<file path="config.mk">
export PLATFORM = sky130hd
export DESIGN_NAME = fifo_uart_tx
export DESIGN_NICKNAME = d
export VERILOG_FILES = /design/src/rtl/fifo_uart_tx.sv
export SDC_FILE = /design/constraint.sdc
export NUM_CORES = 1
export LEC_CHECK = 0
export CAP_MARGIN = 30
export CORE_MARGIN = 2
export CORE_UTILIZATION = 40
export CTS_BUF_LIST = sky130_fd_sc_hd__clkbuf_4 sky130_fd_sc_hd__clkbuf_8
export DETAILED_ROUTE_END_ITERATION = 7
export DONT_BUFFER_PORTS = 1
export PLACE_DENSITY_LB_ADDON = 0.3
export SETUP_SLACK_MARGIN = 0.1
export SYNTH_ARGS = -nofsm -noshare
export SYNTH_HDL_FRONTEND = slang
export SYNTH_SLANG_ARGS = --single-unit
</file>
<file path="constraint.sdc">
create_clock -name clk -period 2.2 [get_ports clk]
set_input_delay 0.11 -clock clk [delete_from_list [all_inputs] [get_ports clk]]
set_output_delay 0.11 -clock clk [all_outputs]
set_load 0.01 [all_outputs]
</file>
<file path="src/rtl/fifo_uart_tx.sv">
// UART transmitter that drains a byte FIFO and sends each byte as an 8N1 frame, LSB first.
// Define UART_TX_PARITY_EN to add an even-parity bit between the data bits and the stop bit.
module fifo_uart_tx #(
    parameter int CLKS_PER_BIT = 16
) (
    input  logic       clk,
    input  logic       rst_n,
    input  logic       tx_en,
    input  logic       fifo_empty,
    input  logic [7:0] fifo_data,
    output logic       rd,
    output logic       tx,
    output logic       tx_busy,
    output logic       tx_done
);
    localparam int CNT_W = $clog2(CLKS_PER_BIT);
    localparam logic [CNT_W-1:0] CNT_MAX = CNT_W'(CLKS_PER_BIT - 1);

    typedef enum logic [2:0] {
        IDLE,
        FETCH,
        LOAD,
        START,
        DATA,
`ifdef UART_TX_PARITY_EN
        PARITY,
`endif
        STOP
    } state_t;

    state_t           state_q, state_d;
    logic [CNT_W-1:0] cnt_q, cnt_d;
    logic [2:0]       idx_q, idx_d;
    logic [7:0]       shift_q, shift_d;
    logic             rd_q, rd_d;
    logic             tx_q, tx_d;
    logic             busy_q, busy_d;
    logic             done_q, done_d;
    logic             bit_end;
`ifdef UART_TX_PARITY_EN
    logic             par_q, par_d;
`endif

    assign bit_end = (cnt_q == CNT_MAX);

    always_comb begin
        state_d = state_q;
        cnt_d   = cnt_q;
        idx_d   = idx_q;
        shift_d = shift_q;
`ifdef UART_TX_PARITY_EN
        par_d   = par_q;
`endif
        case (state_q)
            IDLE:  if (tx_en && !fifo_empty) state_d = FETCH;
            FETCH: state_d = LOAD;
            LOAD: begin
                // FIFO data is valid one cycle after the read strobe
                shift_d = fifo_data;
                cnt_d   = '0;
                state_d = START;
`ifdef UART_TX_PARITY_EN
                par_d   = ^fifo_data;
`endif
            end
            START: begin
                cnt_d = bit_end ? '0 : cnt_q + CNT_W'(1);
                if (bit_end) begin
                    state_d = DATA;
                    idx_d   = '0;
                end
            end
            DATA: begin
                cnt_d = bit_end ? '0 : cnt_q + CNT_W'(1);
                if (bit_end) begin
                    shift_d = shift_q >> 1;
                    idx_d   = idx_q + 3'd1;
                    if (idx_q == 3'd7) begin
`ifdef UART_TX_PARITY_EN
                        state_d = PARITY;
`else
                        state_d = STOP;
`endif
                    end
                end
            end
`ifdef UART_TX_PARITY_EN
            PARITY: begin
                cnt_d = bit_end ? '0 : cnt_q + CNT_W'(1);
                if (bit_end) state_d = STOP;
            end
`endif
            STOP: begin
                cnt_d = bit_end ? '0 : cnt_q + CNT_W'(1);
                if (bit_end) state_d = IDLE;
            end
            default: state_d = IDLE;
        endcase

        // Outputs are decoded from the next state so every pin comes straight off a flop
        rd_d   = (state_d == FETCH);
        busy_d = (state_d != IDLE);
        done_d = (state_d == STOP) && (cnt_d == CNT_MAX);
        case (state_d)
            START:   tx_d = 1'b0;
            DATA:    tx_d = shift_d[0];
`ifdef UART_TX_PARITY_EN
            PARITY:  tx_d = par_d;
`endif
            default: tx_d = 1'b1;
        endcase
    end

    always_ff @(posedge clk or negedge rst_n) begin
        if (!rst_n) begin
            state_q <= IDLE;
            cnt_q   <= '0;
            idx_q   <= '0;
            shift_q <= '0;
            rd_q    <= 1'b0;
            tx_q    <= 1'b1;
            busy_q  <= 1'b0;
            done_q  <= 1'b0;
`ifdef UART_TX_PARITY_EN
            par_q   <= 1'b0;
`endif
        end else begin
            state_q <= state_d;
            cnt_q   <= cnt_d;
            idx_q   <= idx_d;
            shift_q <= shift_d;
            rd_q    <= rd_d;
            tx_q    <= tx_d;
            busy_q  <= busy_d;
            done_q  <= done_d;
`ifdef UART_TX_PARITY_EN
            par_q   <= par_d;
`endif
        end
    end

    assign rd      = rd_q;
    assign tx      = tx_q;
    assign tx_busy = busy_q;
    assign tx_done = done_q;
endmodule

</file>
==> results of run 1 <==
## critical path, cell delays in order, from the launching register on
cell and delay, ns:
dfrtp_1 0.55, nor2_4 0.25, nand3_1 0.12, dlygate4sd3_1 0.56, inv_1 0.08, a31oi_2 0.05
nor4_2 0.21
## cell families after synthesis
group / count (synthesis)
compound gates: 36
flops: 22
mux: 1
xor+xnor: 1
buf+inv: 12
simple gates: 48
fa+ha+maj: 3
## cells in the mapped netlist, types with 2 or more instances
library cell	number	area, sq um
a21oi_1	6	30.0
o21ai_0	3	15.0
buf_4	2	15.0
dfrtp_1	21	526
a211oi_1	2	15.0
and2_1	3	18.8
a211o_1	2	17.5
ha_1	3	37.5
buf_6	4	45.0
nor2_1	4	15.0
a22oi_1	9	67.6
o21ai_1	2	10.0
nor2b_1	3	18.8
nand2_1	25	93.8
o22ai_1	3	18.8
inv_1	4	15.0
nor3_1	2	10.0
## cell type report
cell class                      instances  area [sq um]
Fill cell                             269          1470
Tap cell                               31          38.8
Timing Repair Buffer                   13           130
Inverter                                4          15.0
Clock buffer                            4          30.0
Sequential cell                        22           552
Multi-Input combinational cell         89           574
## layer usage
metal  wire [um]  share of wire  global-route usage
met5           0              0                   0
met1        1100           0.49               0.192
met3          72          0.032              0.0284
met4          17         0.0075              0.0584
met2        1070           0.47               0.227
## metrics by stage
step / hold slack, ns / utilization / worst slack [ns] / cell area [sq um]
after global placement: -0.185 / 0.426 / 0.557 / 1190
after global routing: 0.0449 / 0.478 / 0.147 / 1340
after CTS: 0.00223 / 0.472 / 0.301 / 1330
final: 0.0160 / 0.478 / 0.305 / 1340
after detailed placement: -0.185 / 0.426 / 0.520 / 1190
after floorplan: -0.186 / - / 0.577 / 1210
## final timing paths
check	slack, ns	depth (start not counted)	end	startpoint
hold / removal	0.02	3	tx_busy	fifo_empty
max in group asynchronous	1.45	2	tx	rst_n
min in group asynchronous	0.19	1	cnt_q[3]	rst_n
setup / recovery	0.31	6	tx_done	state_q[1]
hold reg to reg	0.52	2	shift_q[4]	shift_q[4]
setup reg to reg	0.31	6	tx_done	state_q[1]
## power by group
part / leakage, nW / internal (mW) / switching [mW]
clock: 0.0184 / 0.0829 / 0.122
combinational: 0.295 / 0.234 / 0.247
sequential: 0.268 / 0.542 / 0.153
total: 0.581 / 0.859 / 0.522
## flip-flops by register name, summed over array words and instances (netlist names)
register  count
state_q       3
tx_done       1
cnt_q         4
tx_busy       1
idx_q         3
shift_q       8
tx            1
rd            1
## what timing repair did
item | in CTS | in global routing
gates resized for setup | 0 | 0
hold buffers | 10 | 0
hold endpoints to repair | 31 | 0
==> flow_summary.ini, run 1 <==
[logic_synthesis]
synth_top_family_by_area = simple AND/OR/NAND/NOR gates
syn-num-nets = 138
syn_avg_cell_area_sq_um = 9.84
seq_area_frac_synth = 0.456
ys.flop_type = dfrtp_1
synth_compound_area_frac = 0.210
ys_ff_latch = 22
ys.warnings.count = 0
synthAdderAreaFrac = 0.0310
synthArstFlopShare = 1.00
synth-simple-area-share = 0.217
netlist_area_sq_um = 1210
synthXorXnorAreaFrac = 0.00724
synthMuxAreaShare = 0.00931
synth-edff-count = 0
synth_cells = 123
synth.distinct_cells = 42

[critical_path]
worstPathArrival_ns = 2.12
crit_fanout = 11
cp.required_ns = 2.43
end_kind = flop
crit_type = reg -> reg
cp-start-kind = flop

[clock_network]
clkLatencyLatePin_ns = 0.31
clock-sinks = 22
root_buffer = clkbuf_4
htree_levels = 1
cts_inserted_buffers = 3
cts_setup_buffers = 0
cts.clk_slew.worst_paths_ns = 0.13
clock_path_buffers = 2
cts_tree = done

[floorplanning]
die_w_um = 59.0
initial_core_util = 0.431
num_rows = 19
die_height_um = 59.0
dieArea_sq_um = 3480
io_pins = 16
core_sq_um = 2810

[sta]
fin_crit_sh = 0.861
fin_crit_ns = 1.89
clock_skew_ns = 0.0116
tightest_slew_ns = 0.518
hold_violations = 0
finalMaxSlewViolations = 0
maxSlewHeadroom = 0.654
finalSetupViolations = 0
max_freq_mhz = 528
tns_ns = 0
rsz0062_at_grt = false

[global_route]
grt_antenna_before_repair = 0
grt_pass1_vias = 855
grt_max_degree = 23
grt_pass1_wl_um = 3830
gr-total-overflow = 0
grt_usage = 0.143

[layout]
n_antenna_cell = 0
final_common_cell = nand2_1
final_cell_mix = nand2_1, dfrtp_1, dlygate4sd3_1, a22oi_1, a21oi_1
fin_cells = 163
area_growth_pct = 10.8
nets = 148
drive_gt1_frac = 0.129

[detailed_routing]
routed_via_density = 5.61
avgRoutedWirePerCell_um = 13.9
routed_wirelength_um = 2260
final_antenna_net_count = 0
vias = 914
first_pass_iters = 4
drc = 0
dr.first_iter.drc_count = 25

[placed_design]
gp_congestion = 0.879
place_inst = 148
io_buffer_count = 0
dp_hpwl_um = 1540

[outcome]
status = finished, final reports clean

[run]
drv_cap = 0

[power]
totalPowerFinal_mw = 1.38
ir_worst_vdd_mv = 0.334
p_per_area_nw_per_um2 = 1030
power_leakage_nw = 0.581

[min_path]
hold_class = in -> reg
(Power assumes the default switching activity.)
==> inputs of run 2 (changes only) <==
--- a/config.mk
+++ b/config.mk
@@ -11,7 +11,6 @@
 export CTS_BUF_LIST = sky130_fd_sc_hd__clkbuf_4 sky130_fd_sc_hd__clkbuf_8
 export DETAILED_ROUTE_END_ITERATION = 7
 export DONT_BUFFER_PORTS = 1
-export PLACE_DENSITY_LB_ADDON = 0.3
 export SETUP_SLACK_MARGIN = 0.1
 export SYNTH_ARGS = -nofsm -noshare
 export SYNTH_HDL_FRONTEND = slang
==> constraint.sdc (replaced) <==
create_clock -name clk -period 2.3 [get_ports clk]
set_input_delay 0.115 -clock clk [delete_from_list [all_inputs] [get_ports clk]]
set_output_delay 0.115 -clock clk [all_outputs]
set_load 0.01 [all_outputs]
==> run 2 against run 1 <==
  * Via count is 1.6% higher
  * Non-clock buffer count stayed put
  * Combinational power is 3% lower
  * Global-route usage is 0.18 points higher
  * Setup slack worse by 0.088 ns
  * Total power is 2.3% higher
  * Die area stayed put
  * Largest cell class unchanged
  * Utilization is 1.2 points higher
  * Clock power is 42% higher
  * Critical path depth is 1 higher
==> flow_summary.ini, run 2 (synthesized netlist as in run 1, its figures left out) <==
[clock_network]
cts_inserted_buffers = 3
cts.clk_slew.worst_paths_ns = 0.11
clock-sinks = 22
cts_setup_buffers = 0
clkLatencyLatePin_ns = 0.31
htree_levels = 1
root_buffer = clkbuf_4
cts_tree = done
clock_path_buffers = 2

[layout]
final_cell_mix = nand2_1, dfrtp_1, dlygate4sd3_1, a22oi_1, a21oi_1
reg_top3 = shift_q: 8 flops, cnt_q: 4 flops
n_antenna_cell = 0
nets = 148
drive_gt1_frac = 0.129
regMostFlops = shift_q
area_growth_pct = 13.7
largest_register_ffs = 8
final_common_cell = nand2_1

[critical_path]
crit_type = reg -> reg
cp-start-kind = flop
max_stage_delay_ns = 0.60
endpoint = tx_done
worstPathArrival_ns = 2.29
cp.required_ns = 2.50
slowest_stage = dfrtp_1
reg2reg_slack_ns = 0.22
cp_cell_sequence = buf_4 > nor2_1 > nand3_1 > dlygate4sd3_1 > inv_1 > a31oi_2 > nor4_2
crit_cells = 7
end_kind = flop
crit_fanout = 17
r2r-start = state_q[2]
cp_num_buf_inv = 3
startpoint = state_q[2]
r2r_cells = 7
rr_endpoint = tx_done
critical-path-top-delay-family = buffers and inverters

[floorplanning]
die_w_um = 59.0
io_pins = 16
dieArea_sq_um = 3480
core_sq_um = 2810
die_height_um = 59.0
initial_core_util = 0.431
num_rows = 19

[detailed_routing]
vias = 929
routed_via_density = 5.70
routed_wirelength_um = 2290
first_pass_iters = 4
drc = 0
final_antenna_net_count = 0
avgRoutedWirePerCell_um = 14.1
dr.first_iter.drc_count = 17

[placed_design]
dpl_worst_slack_ns = 0.574
gp_congestion = 0.851
io_buffer_count = 0
dp_hpwl_um = 1640

[power]
ir_worst_vdd_mv = 0.363
switching_share = 0.348
seqPwrFrac = 0.463
power_frac_comb = 0.331
totalPowerFinal_mw = 1.41
internal_power_mw = 0.922
p_sw_mw = 0.492
p_per_area_nw_per_um2 = 1030
power_leakage_nw = 0.596
p_clk_frac = 0.206

[sta]
fin_crit_ns = 2.08
fin_crit_sh = 0.905
rsz0062_at_grt = false
finalSetupViolations = 0
finalMaxSlewViolations = 0
tightest_slew_ns = 0.560
hold_violations = 0
tns_ns = 0
clock_skew_ns = 0.0147
maxSlewHeadroom = 0.627
max_freq_mhz = 480
setup_ws_ns = 0.217

[run]
drv_cap = 0

[min_path]
hold_class = in -> reg
hold_depth = 3

[global_route]
grt_pass1_vias = 872
grt_antenna_before_repair = 0
gr-total-overflow = 0
grt_usage = 0.145
grt_pass1_wl_um = 3800
grt_max_degree = 23

[outcome]
status = finished, final reports clean
==> run 2: cell types whose count changed in the layout (fill, tap and decap cells not counted) <==
cell and change:
buf_16 +1, buf_8 -1, bufinv_16 +1, clkbuf_4 -1
==> run 2: routing by layer <==
| layer | part of all wire | vias to the layer above | track usage |
|---|---|---|---|
| met3 | 0.027 | 2 | 0.0393 |
| met1 | 0.47 | 450 | 0.188 |
| met2 | 0.49 | 17 | 0.229 |
| met5 | 0 | - | 0 |
| li1 | - | 460 | - |
| met4 | 0.010 | 0 | 0.0617 |
==> run 2: area by class of cell <==
cell class	instances	area, sq um
well taps	31	38.8
multi-input cells	89	574
fillers	271	1430
inverters	4	15.0
clock inverters	1	30.0
repair buffers	13	143
clock buffers	3	22.5
flip-flops and latches	22	552
==> run 2: worst min-delay path by stage <==
stage | start | to | slack [ns]
global route | fifo_empty | tx_busy | 0.05
global placement | rst_n | tx_done | -0.18
CTS | fifo_empty | tx_busy | 0.02
detailed placement | rst_n | tx_done | -0.18
floorplan | rst_n | cnt_q[0] | -0.18
finish | fifo_empty | tx_busy | 0.04
==> run 2: through the flow <==
stage,hold slack [ns],area (sq um),cells,utilization
6_report,0.0406,1380,163,0.490
3_3_place_gp,-0.180,1190,148,0.426
4_1_cts,0.0229,1350,162,0.480
5_1_grt,0.0472,1380,163,0.490
3_5_place_dp,-0.180,1190,148,0.426
2_1_floorplan,-0.181,1210,123,-
==> run 2: power groups by stage <==
stage	registers, mW	logic [mW]	clock network, mW
floorplan	0.599	0.443	0
global placement	0.653	0.430	0
detailed placement	0.658	0.444	0
CTS	0.651	0.467	0.303
global route	0.672	0.531	0.317
finish	0.655	0.467	0.291
==> run 2: worst reg2reg max path: stages, from the launching register on <==
cell and delay, ns:
dfrtp_1 0.60, buf_4 0.26, nor2_1 0.10, nand3_1 0.09, dlygate4sd3_1 0.57, inv_1 0.09, a31oi_2 0.05, nor4_2 0.24
==> run 2: timing repair <==
action	in CTS	in global routing
hold endpoints to repair	31	0
gates resized for setup	0	0
hold buffers	10	0
==> inputs of run 3 (changes only) <==
--- a/config.mk
+++ b/config.mk
@@ -5,12 +5,14 @@
 export SDC_FILE = /design/constraint.sdc
 export NUM_CORES = 1
 export LEC_CHECK = 0
+export ABC_AREA = 0
 export CAP_MARGIN = 30
 export CORE_MARGIN = 2
 export CORE_UTILIZATION = 40
 export CTS_BUF_LIST = sky130_fd_sc_hd__clkbuf_4 sky130_fd_sc_hd__clkbuf_8
 export DETAILED_ROUTE_END_ITERATION = 7
 export DONT_BUFFER_PORTS = 1
+export PLACE_DENSITY_LB_ADDON = 0.1
 export SETUP_SLACK_MARGIN = 0.1
 export SYNTH_ARGS = -nofsm -noshare
 export SYNTH_HDL_FRONTEND = slang
==> run 3 against run 2 <==
  * Total power shrank 6.6%
  * First-iteration DRC count is 41% higher
  * Sequential power up 3.1%
==> flow_summary.ini, run 3 (synthesized netlist as in run 1, its figures left out) <==
[outcome]
status = finished, final reports clean

[detailed_routing]
routed_via_density = 5.80
dr.first_iter.drc_count = 24
first_pass_iters = 4
drc = 0
routed_wirelength_um = 2400
final_antenna_net_count = 0
avgRoutedWirePerCell_um = 14.8
vias = 940

[sta]
clock_skew_ns = 0.00400
fin_crit_ns = 1.97
max_freq_mhz = 507
finalMaxSlewViolations = 0
hold_violations = 0
fin_crit_sh = 0.858
tns_ns = 0
tightest_slew_ns = 0.484
maxSlewHeadroom = 0.677
setup_ws_ns = 0.327
finalSetupViolations = 0
rsz0062_at_grt = false

[critical_path]
cp.required_ns = 2.53
cp-start-kind = flop
end_kind = flop
crit_fanout = 20
crit_type = reg -> reg
worstPathArrival_ns = 2.20

[layout]
nets = 147
final_common_cell = nand2_1
largest_register_ffs = 8
drive_gt1_frac = 0.130
utilization = 0.478
area_growth_pct = 10.8
n_antenna_cell = 0
final_cell_mix = nand2_1, dfrtp_1, dlygate4sd3_1, a22oi_1, a21oi_1
regMostFlops = shift_q
reg_top3 = shift_q: 8 flops, cnt_q: 4 flops
stdcell_area_sq_um = 1340

[clock_network]
cts_setup_buffers = 0
root_buffer = clkbuf_4
htree_levels = 1
cts_tree = done
cts.clk_slew.worst_paths_ns = 0.12
clkLatencyLatePin_ns = 0.31
cts_inserted_buffers = 3
clock_path_buffers = 2
clock-sinks = 22

[floorplanning]
die_height_um = 59.0
core_sq_um = 2810
io_pins = 16
num_rows = 19
initial_core_util = 0.431
die_w_um = 59.0
dieArea_sq_um = 3480

[global_route]
grt_pass1_vias = 904
grt_antenna_before_repair = 0
grt_max_degree = 23
grt_usage = 0.153
gr-total-overflow = 0
grt_pass1_wl_um = 4090

[power]
ir_worst_vdd_mv = 0.565
p_per_area_nw_per_um2 = 985
power_leakage_nw = 0.579

[placed_design]
io_buffer_count = 0
dp_hpwl_um = 1590
placed_area_sq_um = 1190
gp_congestion = 0.712
dpl_worst_slack_ns = 0.455

[run]
drv_cap = 0

[min_path]
hold_class = in -> reg
[run 3: cell types whose count changed in the layout (fill, tap and decap cells not counted)]
cell / previous run / this run
buf_16: 1 / 0
buf_4: 2 / 1
buf_8: 0 / 1
bufinv_16: 1 / 0
clkbuf_8: 0 / 1
dfrtp_1: 21 / 20
dfrtp_2: 0 / 1
[run 3: report_power, final]
group | switching, mW | leakage (nW) | internal, mW | total, mW
clock network | 0.116 | 0.0210 | 0.0966 | 0.212
registers | 0.155 | 0.267 | 0.520 | 0.675
logic | 0.216 | 0.291 | 0.218 | 0.434
total | 0.487 | 0.579 | 0.834 | 1.32
[run 3: area by class of cell]
type	count	area, sq um
fill	274	1470
multi-input combinational	89	574
sequential	22	553
timing repair buffer	12	123
tap	31	38.8
clock buffer	4	36.3
inverter	4	15.0
[run 3: path summary, 6_finish.rpt]
path,start,to,slack [ns],cells after the start
setup / recovery,state_q[1],tx_done,0.33,6
hold / removal,fifo_empty,tx_busy,0.04,3
setup reg to reg,state_q[1],tx_done,0.33,6
hold reg to reg,shift_q[6],shift_q[6],0.52,2
max in group asynchronous,rst_n,tx,1.61,2
min in group asynchronous,rst_n,cnt_q[3],0.16,1
[run 3: timing repair]
item / 4_1_cts / 5_1_grt
hold buffers: 10 / 0
hold endpoints to repair: 31 / 0
resized for setup: 0 / 1
setup endpoints to repair: 0 / 1
[run 3: routing by layer]
layer / track usage / routed length [um]
met5: 0 / 0
met4: 0.0390 / 26
met1: 0.210 / 1160
met3: 0.0415 / 83
met2: 0.240 / 1130
[run 3: worst max-delay path, cell delays in order (launching register included)]
cell,delay [ns]
dfrtp_2,0.58
nor2_4,0.26
nand3_1,0.13
dlygate4sd3_1,0.57
inv_1,0.09
a31oi_2,0.05
nor4_2,0.20
[run 3: through the flow]
step	hold WS [ns]	power [mW]	instances
floorplan	-0.181	1.04	123
global placement	-0.180	1.08	147
finish	0.0371	1.32	162
global route	0.0436	1.44	162
detailed placement	-0.180	1.09	147
CTS	0.00797	1.32	161
